## src/rtl/snake_pkg.sv

```systemverilog
// Shared snake-game constants and types.
//   MAX_SEGMENTS : segment slots carried on the packed position buses
//   BLK_SIZE     : segment sprite edge in pixels
//   COORD_W      : screen coordinate width
//   OFF_W        : in-sprite offset width (log2 of BLK_SIZE)
//   IDX_W        : segment index width
//   sched_state_t: line scheduler FSM states
package snake_pkg;

    localparam int MAX_SEGMENTS = 23;
    localparam int BLK_SIZE     = 32;
    localparam int COORD_W      = 11;
    localparam int OFF_W        = 5;
    localparam int IDX_W        = 5;

    typedef enum logic [1:0] {
        ST_IDLE  = 2'd0,
        ST_SCAN  = 2'd1,
        ST_READY = 2'd2
    } sched_state_t;

endpackage

```

## src/rtl/seg_x_match.sv

```systemverilog
// Horizontal match for one hit-list entry.
// Ports:
//   valid : entry holds a listed segment
//   sx    : segment left edge
//   x     : current pixel column
//   match : valid and sx <= x < sx + BLK_SIZE
//   offx  : x - sx, low OFF_W bits
module seg_x_match #(
    parameter int BLK_SIZE = snake_pkg::BLK_SIZE
) (
    input  logic                          valid,
    input  logic [snake_pkg::COORD_W-1:0] sx,
    input  logic [snake_pkg::COORD_W-1:0] x,
    output logic                          match,
    output logic [snake_pkg::OFF_W-1:0]   offx
);
    import snake_pkg::*;

    // One extra bit so sx + BLK_SIZE cannot wrap near the right screen edge.
    localparam logic [COORD_W:0] BLK_EXT = BLK_SIZE[COORD_W:0];

    logic [COORD_W:0] sx_e;
    logic [COORD_W:0] x_e;

    assign sx_e  = {1'b0, sx};
    assign x_e   = {1'b0, x};
    assign match = valid && (sx_e <= x_e) && (x_e < sx_e + BLK_EXT);
    assign offx  = OFF_W'(x - sx);

endmodule

```

## src/rtl/seg_line_sched.sv

```systemverilog
// Per-scanline segment scheduler. During horizontal blanking it walks the
// snake segments once, building a short list of those crossing the next row;
// during the visible line it resolves the pixel against that list.
// Ports:
//   clk, rst             : clock, async active-high reset
//   line_start, next_y   : start a scan for row next_y
//   snakepos_x/_y, length: packed segment positions (segment 0 = head)
//   curr_x, active       : current pixel column / visible flag
//   seg_hit..seg_offy    : registered pixel result (1-cycle latency)
//   busy, list_cnt, overflow : scan status
//
// state    | meaning
// ST_IDLE  | after reset, no list built yet
// ST_SCAN  | testing one segment per cycle against the latched row
// ST_READY | list valid, resolving pixels against it
module seg_line_sched #(
    parameter int MAX_SEGMENTS = snake_pkg::MAX_SEGMENTS,
    parameter int LIST_DEPTH   = 8,
    parameter int BLK_SIZE     = snake_pkg::BLK_SIZE
) (
    input  logic                                       clk,
    input  logic                                       rst,
    input  logic                                       line_start,
    input  logic [snake_pkg::COORD_W-1:0]              next_y,
    input  logic [snake_pkg::COORD_W*MAX_SEGMENTS-1:0] snakepos_x,
    input  logic [snake_pkg::COORD_W*MAX_SEGMENTS-1:0] snakepos_y,
    input  logic [5:0]                                 length,
    input  logic [snake_pkg::COORD_W-1:0]              curr_x,
    input  logic                                       active,
    output logic                                       seg_hit,
    output logic [snake_pkg::IDX_W-1:0]                seg_idx,
    output logic [snake_pkg::OFF_W-1:0]                seg_offx,
    output logic [snake_pkg::OFF_W-1:0]                seg_offy,
    output logic                                       busy,
    output logic [3:0]                                 list_cnt,
    output logic                                       overflow
);
    import snake_pkg::*;

    localparam logic [COORD_W:0] BLK_EXT  = BLK_SIZE[COORD_W:0];
    localparam logic [5:0]       MAX_LEN  = 6'(MAX_SEGMENTS);
    localparam logic [3:0]       LIST_MAX = 4'(LIST_DEPTH);

    sched_state_t       state;
    logic [COORD_W-1:0] line_y;
    logic [5:0]         eff_len;
    logic [IDX_W-1:0]   scan_idx;

    // Hit-list payload; validity is implied by position < list_cnt.
    logic [IDX_W-1:0]   ent_idx  [LIST_DEPTH];
    logic [COORD_W-1:0] ent_sx   [LIST_DEPTH];
    logic [OFF_W-1:0]   ent_offy [LIST_DEPTH];

    logic [COORD_W-1:0] cur_sx;
    logic [COORD_W-1:0] cur_sy;
    logic               hit_y;
    logic               last_seg;
    logic               scan_test;
    logic               list_wr;

    assign busy = (state == ST_SCAN);

    always_comb begin
        cur_sx = '0;
        cur_sy = '0;
        for (int i = 0; i < MAX_SEGMENTS; i++) begin
            if (scan_idx == IDX_W'(i)) begin
                cur_sx = snakepos_x[COORD_W*i +: COORD_W];
                cur_sy = snakepos_y[COORD_W*i +: COORD_W];
            end
        end
    end

    assign hit_y     = ({1'b0, cur_sy} <= {1'b0, line_y}) &&
                       ({1'b0, line_y} < {1'b0, cur_sy} + BLK_EXT);
    assign last_seg  = ({1'b0, scan_idx} == eff_len - 6'd1);
    assign scan_test = (state == ST_SCAN) && !line_start && (eff_len != 6'd0);
    assign list_wr   = scan_test && hit_y && (list_cnt < LIST_MAX);

    // Horizontal matching and priority pick (lowest list position wins).
    logic [LIST_DEPTH-1:0] match;
    logic [OFF_W-1:0]      match_offx [LIST_DEPTH];

    for (genvar k = 0; k < LIST_DEPTH; k++) begin : g_match
        seg_x_match #(.BLK_SIZE(BLK_SIZE)) u_match (
            .valid (4'(k) < list_cnt),
            .sx    (ent_sx[k]),
            .x     (curr_x),
            .match (match[k]),
            .offx  (match_offx[k])
        );
    end

    logic             pick_hit;
    logic [IDX_W-1:0] pick_idx;
    logic [OFF_W-1:0] pick_offx;
    logic [OFF_W-1:0] pick_offy;
    logic             out_en;

    always_comb begin
        pick_hit  = 1'b0;
        pick_idx  = '0;
        pick_offx = '0;
        pick_offy = '0;
        for (int k = LIST_DEPTH - 1; k >= 0; k--) begin
            if (match[k]) begin
                pick_hit  = 1'b1;
                pick_idx  = ent_idx[k];
                pick_offx = match_offx[k];
                pick_offy = ent_offy[k];
            end
        end
    end

    // A line_start in READY must not leak a hit into the first SCAN cycle.
    assign out_en = (state == ST_READY) && !line_start && active && pick_hit;

    always_ff @(posedge clk) begin
        for (int k = 0; k < LIST_DEPTH; k++) begin
            if (list_wr && (list_cnt == 4'(k))) begin
                ent_idx[k]  <= scan_idx;
                ent_sx[k]   <= cur_sx;
                ent_offy[k] <= OFF_W'(line_y - cur_sy);
            end
        end
    end

    always_ff @(posedge clk or posedge rst) begin
        if (rst) begin
            state    <= ST_IDLE;
            line_y   <= '0;
            eff_len  <= '0;
            scan_idx <= '0;
            list_cnt <= '0;
            overflow <= 1'b0;
            seg_hit  <= 1'b0;
            seg_idx  <= '0;
            seg_offx <= '0;
            seg_offy <= '0;
        end else begin
            seg_hit  <= out_en;
            seg_idx  <= out_en ? pick_idx  : '0;
            seg_offx <= out_en ? pick_offx : '0;
            seg_offy <= out_en ? pick_offy : '0;

            if (line_start) begin
                line_y   <= next_y;
                eff_len  <= (length > MAX_LEN) ? MAX_LEN : length;
                list_cnt <= '0;
                overflow <= 1'b0;
                scan_idx <= '0;
                state    <= ST_SCAN;
            end else begin
                case (state)
                    ST_SCAN: begin
                        if (eff_len == 6'd0) begin
                            state <= ST_READY;
                        end else begin
                            if (hit_y) begin
                                if (list_cnt < LIST_MAX) list_cnt <= list_cnt + 4'd1;
                                else                     overflow <= 1'b1;
                            end
                            if (last_seg) state <= ST_READY;
                            else          scan_idx <= scan_idx + IDX_W'(1);
                        end
                    end
                    ST_READY: state <= ST_READY;
                    default:  state <= ST_IDLE;
                endcase
            end
        end
    end

endmodule

```

## config.mk

```make
export PLATFORM = sky130hd
export DESIGN_NAME = seg_line_sched
export DESIGN_NICKNAME = d
export VERILOG_FILES = /design/src/rtl/snake_pkg.sv /design/src/rtl/seg_x_match.sv /design/src/rtl/seg_line_sched.sv
export SDC_FILE = /design/constraint.sdc
export NUM_CORES = 1
export LEC_CHECK = 0
export BUFFER_PORTS_ARGS = -buffer_cell sky130_fd_sc_hd__buf_4
export CORE_MARGIN = 10
export CORE_UTILIZATION = 43
export DETAILED_ROUTE_END_ITERATION = 7
export PLACE_DENSITY = 0.68
export REMOVE_ABC_BUFFERS = 1
export SLEW_MARGIN = 15
export SYNTH_ARGS = -nofsm -noshare
export SYNTH_HDL_FRONTEND = slang
export SYNTH_SLANG_ARGS = --single-unit
```

## constraint.sdc

```tcl
create_clock -name clk -period 15.71 [get_ports clk]
set_input_delay 3.142 -clock clk [delete_from_list [all_inputs] [get_ports clk]]
set_output_delay 3.142 -clock clk [all_outputs]
set_load 0.05 [all_outputs]
```

==> results.tsv, run 1 <==
stage	metric	value	unit
outcome	status	completed	
timing	fin_tns_setup	0	ns
yosys	syn_inst	2135	
worst_setup_path	crit_family	compound AO/OA/AOI/OAI gates	
cts	cts_buffer_depth	3	
yosys	ys.flop_type	edfxtp_1	
timing	fin_skew	0.0132	ns
yosys	muxShareOfSynthArea	0.216	%
yosys	synthSimpleGateAreaFrac	15.6	%
global_routing	grt_overflow	0	
route	m1WireLength	40.8	mm
floorplan	die_h	231	microns
yosys	ys_warn_count	0	
place	dp_hpwl	89.9	mm
place	post-place-ws	7.85	ns
global_routing	antenna_found_initial	10	
route	ant_nets	0	
timing	min_period_over_period	47.4	%
floorplan	dieArea	0.0534	sq mm
cts	cts_tree	yes	
final_layout	syn2layout_area_growth	30.7	%
power	peakVddDrop	0.0000930	V
timing	finalSetupViolations	0	
timing	hold_viol_final	0	
yosys	yosysTopAreaCellShare	26.4	%
cts	cts_sinks	213	
worst_setup_path	cp_slowest_cell	fa_1	
worst_setup_path	critPathMaxFanout	21	
yosys	yosysUniqueCellTypes	98	
floorplan	rows	77	
yosys	synth_area_leader_cell	edfxtp_1	
final_layout	final_nets	3413	
route	dr_wl_met3	15.9	mm
timing	fmax	134	MHz
global_routing	grt_pass1_wl	154	mm
global_routing	grtUsageTotal	39.6	%
worst_setup_path	arrival	7.64	ns
yosys	async_flop_share	21.1	%
worst_setup_path	required	15.91	ns
route	vias_per_cell	6.67	
route	first_pass_iters	6	
yosys	synth_edf_count	168	
global_routing	grt_pass1_vias	21300	
cts	cts_made_buffers	24	
timing	maxSlewViolCount	0	
final_layout	fillers	4005	
yosys	synth_fa_ha_area_share	15.2	%
cts	post_cts.repair.setup_buffers	0	
place	gp_congestion	1.10	
cts	cts.repair.resized	0	
yosys	synthesis.area	0.0191	sq mm
yosys	syn_area_per_cell	8.97	sq um
cts	root_buffer	clkbuf_16	
timing	period_minus_slack	7.44	ns
worst_setup_path	path_buf_inv	3	
power	power.leakage	10.8	nW
timing	slew_headroom	18.4	%
cts	path_clk_slew	0.07	ns
yosys	synth_xor_area_share	3.02	%
cts	insertion_delay	0.53	ns
route	wl	111	mm
worst_setup_path	crit_type	in2reg	
global_routing	grt_max_degree	65	
timing	timing.final.ws_setup	8.27	ns
hold_path	min_path_type	reg2reg	
final_layout	drive_gt1_share	26.9	%
yosys	ys_top_cells_by_area	edfxtp_1, ha_1, dfrtp_1	
timing	rsz0062_at_grt	false	
route	routed.top_layer	met5	
worst_setup_path	start_kind	primary input	
yosys	synth_seq_cells	213	
yosys	ys_seq_area_share	32.2	%
yosys	synth_compound_area_share	28.3	%
route	dr_wl_met2	47.8	mm
worst_setup_path	max_stage_delay	0.40	ns
route	drtIter0Drc	2922	
route	vias	21800	
worst_setup_path	path_cells	buf_4, a32oi_1, a211o_1, a311oi_1, a211oi_1, a2111oi_0, a2111oi_0, nor3_1, o21a_1, ha_1, inv_1, fa_1, a21o_1, a21o_1, a21oi_1, o21ai_0, o211ai_1, a21oi_1, o32ai_4, nand2_2, nor4_2, buf_4	
floorplan	ioPinCount	560	
yosys	synth_most_common_cell	ha_1	
floorplan	chipWidth	231	microns
yosys	synth_common_cells	ha_1, a21oi_1, nor2_1	
floorplan	core_area	0.0441	sq mm
worst_setup_path	endpoint_kind	register	
cts	cts_hold_buf	0	
place	port_buffers	559	
route	drc	0	
route	wire_per_inst	34.1	microns
floorplan	initial_core_util	43.4	%
job	drv_cap	0	
timing	worstMarginPinSlew	1.22	ns
yosys	synth_top_family_by_area	compound AO/OA/AOI/OAI gates	
power	power_density	136	mW/mm^2
cts	htree_num_levels	1	
[routing by layer]
metal,vias to the layer above,GRT usage (%)
met4,4,21.1
li1,9288,-
met2,1670,60.3
met1,10500,48.2
met3,324,14.5
met5,-,0
[sequential cells by signal, summed over array words and instances, names as in the netlist]
| name | flops |
|---|---|
| state | 2 |
| seg_offx | 5 |
| ent_offy | 40 |
| seg_idx | 5 |
| seg_offy | 5 |
| scan_idx | 5 |
| ent_idx | 40 |
| overflow | 1 |
| list_cnt | 4 |
| seg_hit | 1 |
| line_y | 11 |
| eff_len | 6 |
| ent_sx | 88 |
[power by group]
group,total [mW],switching (mW),internal [mW]
Sequential,0.888,0.0524,0.835
Combinational,1.91,1.28,0.633
Clock,0.592,0.232,0.360
[layout make-up]
cell class                      instances  area (sq um)  area share, %
Inverter                              137           514           2.06
Tap cell                              592           741           2.96
Antenna cell                            9          22.5         0.0900
Sequential cell                       213          6170           24.7
Multi-Input combinational cell       1656         12100           48.3
Clock buffer                           33           728           2.91
Timing Repair Buffer                  616          4620           18.5
Clock inverter                         11           130          0.520
[layout by cell type (no fill, tap or decap), types with 39 or more instances in the layout]
cell,instances
nor2_1,167
a21oi_1,180
a221oi_1,41
dfrtp_1,42
ha_1,216
o21ai_0,117
o22ai_1,65
inv_1,136
buf_4,616
a211oi_1,41
o211ai_1,44
edfxtp_1,168
nand2_1,114
a21o_1,39
nand3_1,82
[metrics by stage]
stage	cell area (sq um)	utilization, %	power, mW	instances	hold slack [ns]
after floorplan	18600	-	1.87	2006	0.478
after global placement	24100	54.7	2.70	3214	0.490
after detailed placement	24100	54.7	2.72	3214	0.501
after CTS	25000	56.6	3.31	3258	0.516
after global routing	25000	56.7	3.53	3265	0.529
final	25000	56.7	3.39	3267	0.516
[worst paths after layout]
kind / from / cells past startpoint / end / slack, ns
setup reg to reg: scan_idx[0]$_DFFE_PP0P_ / 25 / ent_sx[1][19]$_DFFE_PP_ / 8.35
min in group asynchronous: rst / 2 / eff_len[5]$_DFFE_PP0P_ / 2.89
hold / removal: state[0]$_DFFE_PP0P_ / 1 / state[0]$_DFFE_PP0P_ / 0.52
max in group asynchronous: rst / 2 / scan_idx[3]$_DFFE_PP0P_ / 12.08
setup / recovery: snakepos_y[0] / 22 / ent_sx[1][19]$_DFFE_PP_ / 8.27
hold reg to reg: state[0]$_DFFE_PP0P_ / 1 / state[0]$_DFFE_PP0P_ / 0.52
[cell families after synthesis]
| kind of cell | after synthesis |
|---|---|
| AOI/OAI and AO/OA | 783 |
| and+or+nand+nor | 575 |
| buffers and inverters | 266 |
| adders and majority gates | 228 |
| DFF | 213 |
| xor gates and xnor gates | 66 |
| muxes | 4 |
Note: power is estimated with default switching activity, not from simulation.
==> run 2, diff against run 1 <==
ABC_AREA = 1   (was not set)
PLACE_DENSITY = 0.71   (was 0.68)
clock period = 6.65 ns   (was 15.71 ns; I/O delays follow)
==> run 2 against run 1 <==
Compared with the run above:
- register-to-register slack got worse by 8.0 ns
- clock skew fell by 0.0029 ns
- first-iteration DRC count fell by 29%
- synthesized cell count rose by 11%
- sequential power rose by 120%
- final area fell by 0.48%
- total power rose by 120%
- worst hold slack improved by 0.021 ns
- synthesized area fell by 2.3%
- critical endpoint is now ent_sx[0][1]$_DFFE_PP_
- largest power group unchanged
==> results.tsv, run 2 <==
stage	metric	value	unit	change
outcome	status	completed		unchanged
yosys	yosysTopAreaCellShare	27.0	%	was 26.4%
cts	cts_made_buffers	22		was 24
final_layout	layout_commonest_cell	buf_4		unchanged
worst_setup_path	required	6.88	ns	was 15.91 ns
worst_setup_path	timing.rr.start	scan_idx[0]$_DFFE_PP0P_		unchanged
worst_setup_path	cp_slowest_cell	dfrtp_2		was fa_1
yosys	synth_area_leader_cell	edfxtp_1		unchanged
global_routing	grt_max_degree	46		was 65
place	gp_congestion	1.05		was 1.10
final_layout	top_register	ent_sx		unchanged
route	ant_nets	0		unchanged
power	power_density	294	mW/mm^2	was 136 mW/mm^2
yosys	synth_common_cells	nand2_1, nand3_1, ha_1		was ha_1, a21oi_1, nor2_1
cts	insertion_delay	0.51	ns	was 0.53 ns
global_routing	grt_pass1_vias	19800		was 21.3k
hold_path	hold_depth	2		was 1
global_routing	grt_pass1_wl	129	mm	was 154 mm
power	swShare	43.6	%	was 46.1%
floorplan	die_h	229	microns	was 231 microns
power	pwr-share-clk	18.5	%	was 17.5%
final_layout	largest_register_ffs	88		unchanged
yosys	syn_area_per_cell	7.86	sq um	was 8.97 sq um
worst_setup_path	crit_path_start	scan_idx[0]$_DFFE_PP0P_		was snakepos_y[0]
worst_setup_path	start_kind	register		was primary input
yosys	syn_inst	2380		was 2135
floorplan	chipWidth	229	microns	was 231 microns
route	wl	90.6	mm	was 111 mm
power	power_frac_seq	26.2	%	about the same
global_routing	antenna_found_initial	11		was 10
yosys	synth_most_common_cell	nand2_1		was ha_1
hold_path	min_path_type	reg2reg		unchanged
route	drc	0		unchanged
cts	root_buffer	clkbuf_16		unchanged
floorplan	dieArea	0.0522	sq mm	was 0.0534 sq mm
worst_setup_path	crit_family	simple AND/OR/NAND/NOR gates		was compound AO/OA/AOI/OAI gates
timing	worstMarginPinSlew	1.22	ns	about the same
timing	period_minus_slack	6.26	ns	
hold_path	hold_start	overflow$_DFFE_PP0P_		was state[0]$_DFFE_PP0P_
floorplan	ioPinCount	560		unchanged
cts	cts_tree	yes		unchanged
yosys	synth_seq_cells	213		unchanged
timing	fin_skew	0.0103	ns	was 0.0132 ns
power	peakVddDrop	0.000197	V	was 0.0000930 V
floorplan	rows	76		was 77
cts	cts_sinks	213		unchanged
power	p_switching	3.19	mW	was 1.56 mW
worst_setup_path	endpoint_kind	register		unchanged
worst_setup_path	r2r_slack	0.39	ns	was 8.35 ns
floorplan	initial_core_util	43.4	%	about the same
worst_setup_path	reg2reg_to	ent_sx[0][1]$_DFFE_PP_		was ent_sx[1][19]$_DFFE_PP_
worst_setup_path	cp_common_cell	nand2_1		
worst_setup_path	path_buf_inv	8		was 3
final_layout	final_cell_mix	buf_4, nand2_1, nand3_1, ha_1, inv_1		was buf_4, ha_1, a21oi_1, edfxtp_1, nor2_1
global_routing	grt_overflow	0		unchanged
route	drtIter0Drc	2087		was 2922
place	port_buffers	559		unchanged
route	vias	20500		was 21.8k
route	first_pass_iters	6		unchanged
power	power.leakage	11.6	nW	was 10.8 nW
timing	fmax	160	MHz	
cts	htree_num_levels	1		unchanged
yosys	synthesis.area	0.0187	sq mm	was 0.0191 sq mm
yosys	synth_edf_count	168		unchanged
worst_setup_path	crit_type	reg2reg		was in2reg
final_layout	fillers	4002		was 4005
final_layout	final_nets	3717		was 3413
timing	min_period_over_period	94.1	%	
worst_setup_path	max_stage_delay	0.45	ns	was 0.40 ns
cts	cts_hold_buf	0		unchanged
final_layout	syn2layout_area_growth	33.1	%	was 30.7%
cts	cts_buffer_depth	3		unchanged
worst_setup_path	r2r_cells	49		was 25
floorplan	core_area	0.0431	sq mm	was 0.0441 sq mm
worst_setup_path	arrival	6.49	ns	was 7.64 ns
final_layout	finish.utilization	57.8	%	was 56.7%
final_layout	drive_gt1_share	26.8	%	was 26.9%
worst_setup_path	critPathMaxFanout	21		unchanged
timing	finalSetupViolations	0		unchanged
timing	slew_headroom	18.8	%	was 18.4%
yosys	yosysUniqueCellTypes	58		was 98
route	wire_per_inst	25.4	microns	was 34.1 microns
timing	maxSlewViolCount	0		unchanged
yosys	ys_seq_area_share	33.0	%	was 32.2%
timing	hold_viol_final	0		unchanged
power	intPower	4.13	mW	was 1.83 mW
timing	fin_tns_setup	0	ns	unchanged
final_layout	reg_top3	ent_sx x88, ent_idx x40, ent_offy x40		unchanged
hold_path	whs_endpoint	overflow$_DFFE_PP0P_		was state[0]$_DFFE_PP0P_
place	dp_hpwl	76.3	mm	was 89.9 mm
route	vias_per_cell	5.75		was 6.67
power	pwr-share-comb	55.3	%	was 56.4%
global_routing	grtUsageTotal	32.6	%	was 39.6%
yosys	ys.flop_type	edfxtp_1		unchanged
yosys	ys_warn_count	0		unchanged
yosys	async_flop_share	21.1	%	unchanged
cts	path_clk_slew	0.06	ns	was 0.07 ns
yosys	ys_top_cells_by_area	edfxtp_1, ha_1, nand2_1		was edfxtp_1, ha_1, dfrtp_1
job	drv_cap	0		unchanged
## run 2: worst max-delay path by stage
stage / end / slack (ns) / depth (start not counted)
after global placement: ent_sx[1][43]$_DFFE_PP_ / -0.01 / 42
final: ent_sx[0][1]$_DFFE_PP_ / 0.39 / 49
after floorplan: ent_idx[0][0]$_DFFE_PP_ / -0.13 / 43
after global routing: ent_sx[0][2]$_DFFE_PP_ / -0.02 / 49
after detailed placement: ent_sx[1][31]$_DFFE_PP_ / 0.003 / 42
after CTS: ent_sx[1][37]$_DFFE_PP_ / 0.14 / 49
## run 2: logic make-up (layout without fill, tap and decap cells)
logic type	Yosys count	after routing	synth area share, %
other cells	0	11	0
fa+ha+maj	227	227	15.5
compound gates	558	558	17.6
flops	213	213	33.0
simple gates	1005	1005	24.0
xor+xnor	62	62	2.90
buf+inv	315	903	6.95
## run 2: layout make-up
type                       instances  area, sq um  share of cell area (%)
multi-input combinational       1852        11400                    45.7
sequential                       213         6170                    24.8
timing repair buffer             650         4980                    20.0
inverter                         213          813                    3.27
tap                              585          732                    2.94
clock buffer                      26          597                    2.40
clock inverter                    14          198                   0.794
antenna                           11         27.5                   0.111
## run 2: routing by layer
| layer | global-route usage [%] | up-vias | wire length (microns) |
|---|---|---|---|
| met2 | 53.3 | 1023 | 42100 |
| met1 | 42.7 | 9897 | 37700 |
| met3 | 6.85 | 120 | 8390 |
| met5 | 0 | - | 0 |
| li1 | - | 9442 | - |
| met4 | 9.04 | 0 | 2440 |
## run 2: worst reg2reg max path, delay by kind of cell (launching register included)
kind,cells,cell delay (ns)
simple gates,26,2.33
compound gates,13,1.81
buf+inv,8,0.99
flops,1,0.45
fa+ha+maj,2,0.40
## run 2: stage by stage
stage | total power, mW | hold slack [ns] | worst slack, ns | area (sq um) | std cells
2_1_floorplan | 4.13 | 0.488 | -0.130 | 18200 | 2278
3_3_place_gp | 5.69 | 0.509 | -0.0133 | 23800 | 3503
6_report | 7.32 | 0.537 | 0.392 | 24900 | 3564
5_1_grt | 7.77 | 0.577 | -0.0208 | 24900 | 3563
4_1_cts | 7.12 | 0.538 | 0.135 | 24600 | 3543
3_5_place_dp | 5.77 | 0.525 | 0.00330 | 23800 | 3503
## run 2: power by group through the flow
stage          clock (mW)  combinational (mW)  sequential, mW
2_1_floorplan           0                2.17            1.96
3_3_place_gp            0                3.75            1.94
3_5_place_dp            0                3.82            1.94
4_1_cts              1.36                3.85            1.92
5_1_grt              1.42                4.42            1.93
6_report             1.35                4.05            1.92
## run 2: repair_timing
action                     4_1_cts  5_1_grt
setup buffers                    0        7
setup endpoints to repair        0      172
resized for setup                0       56
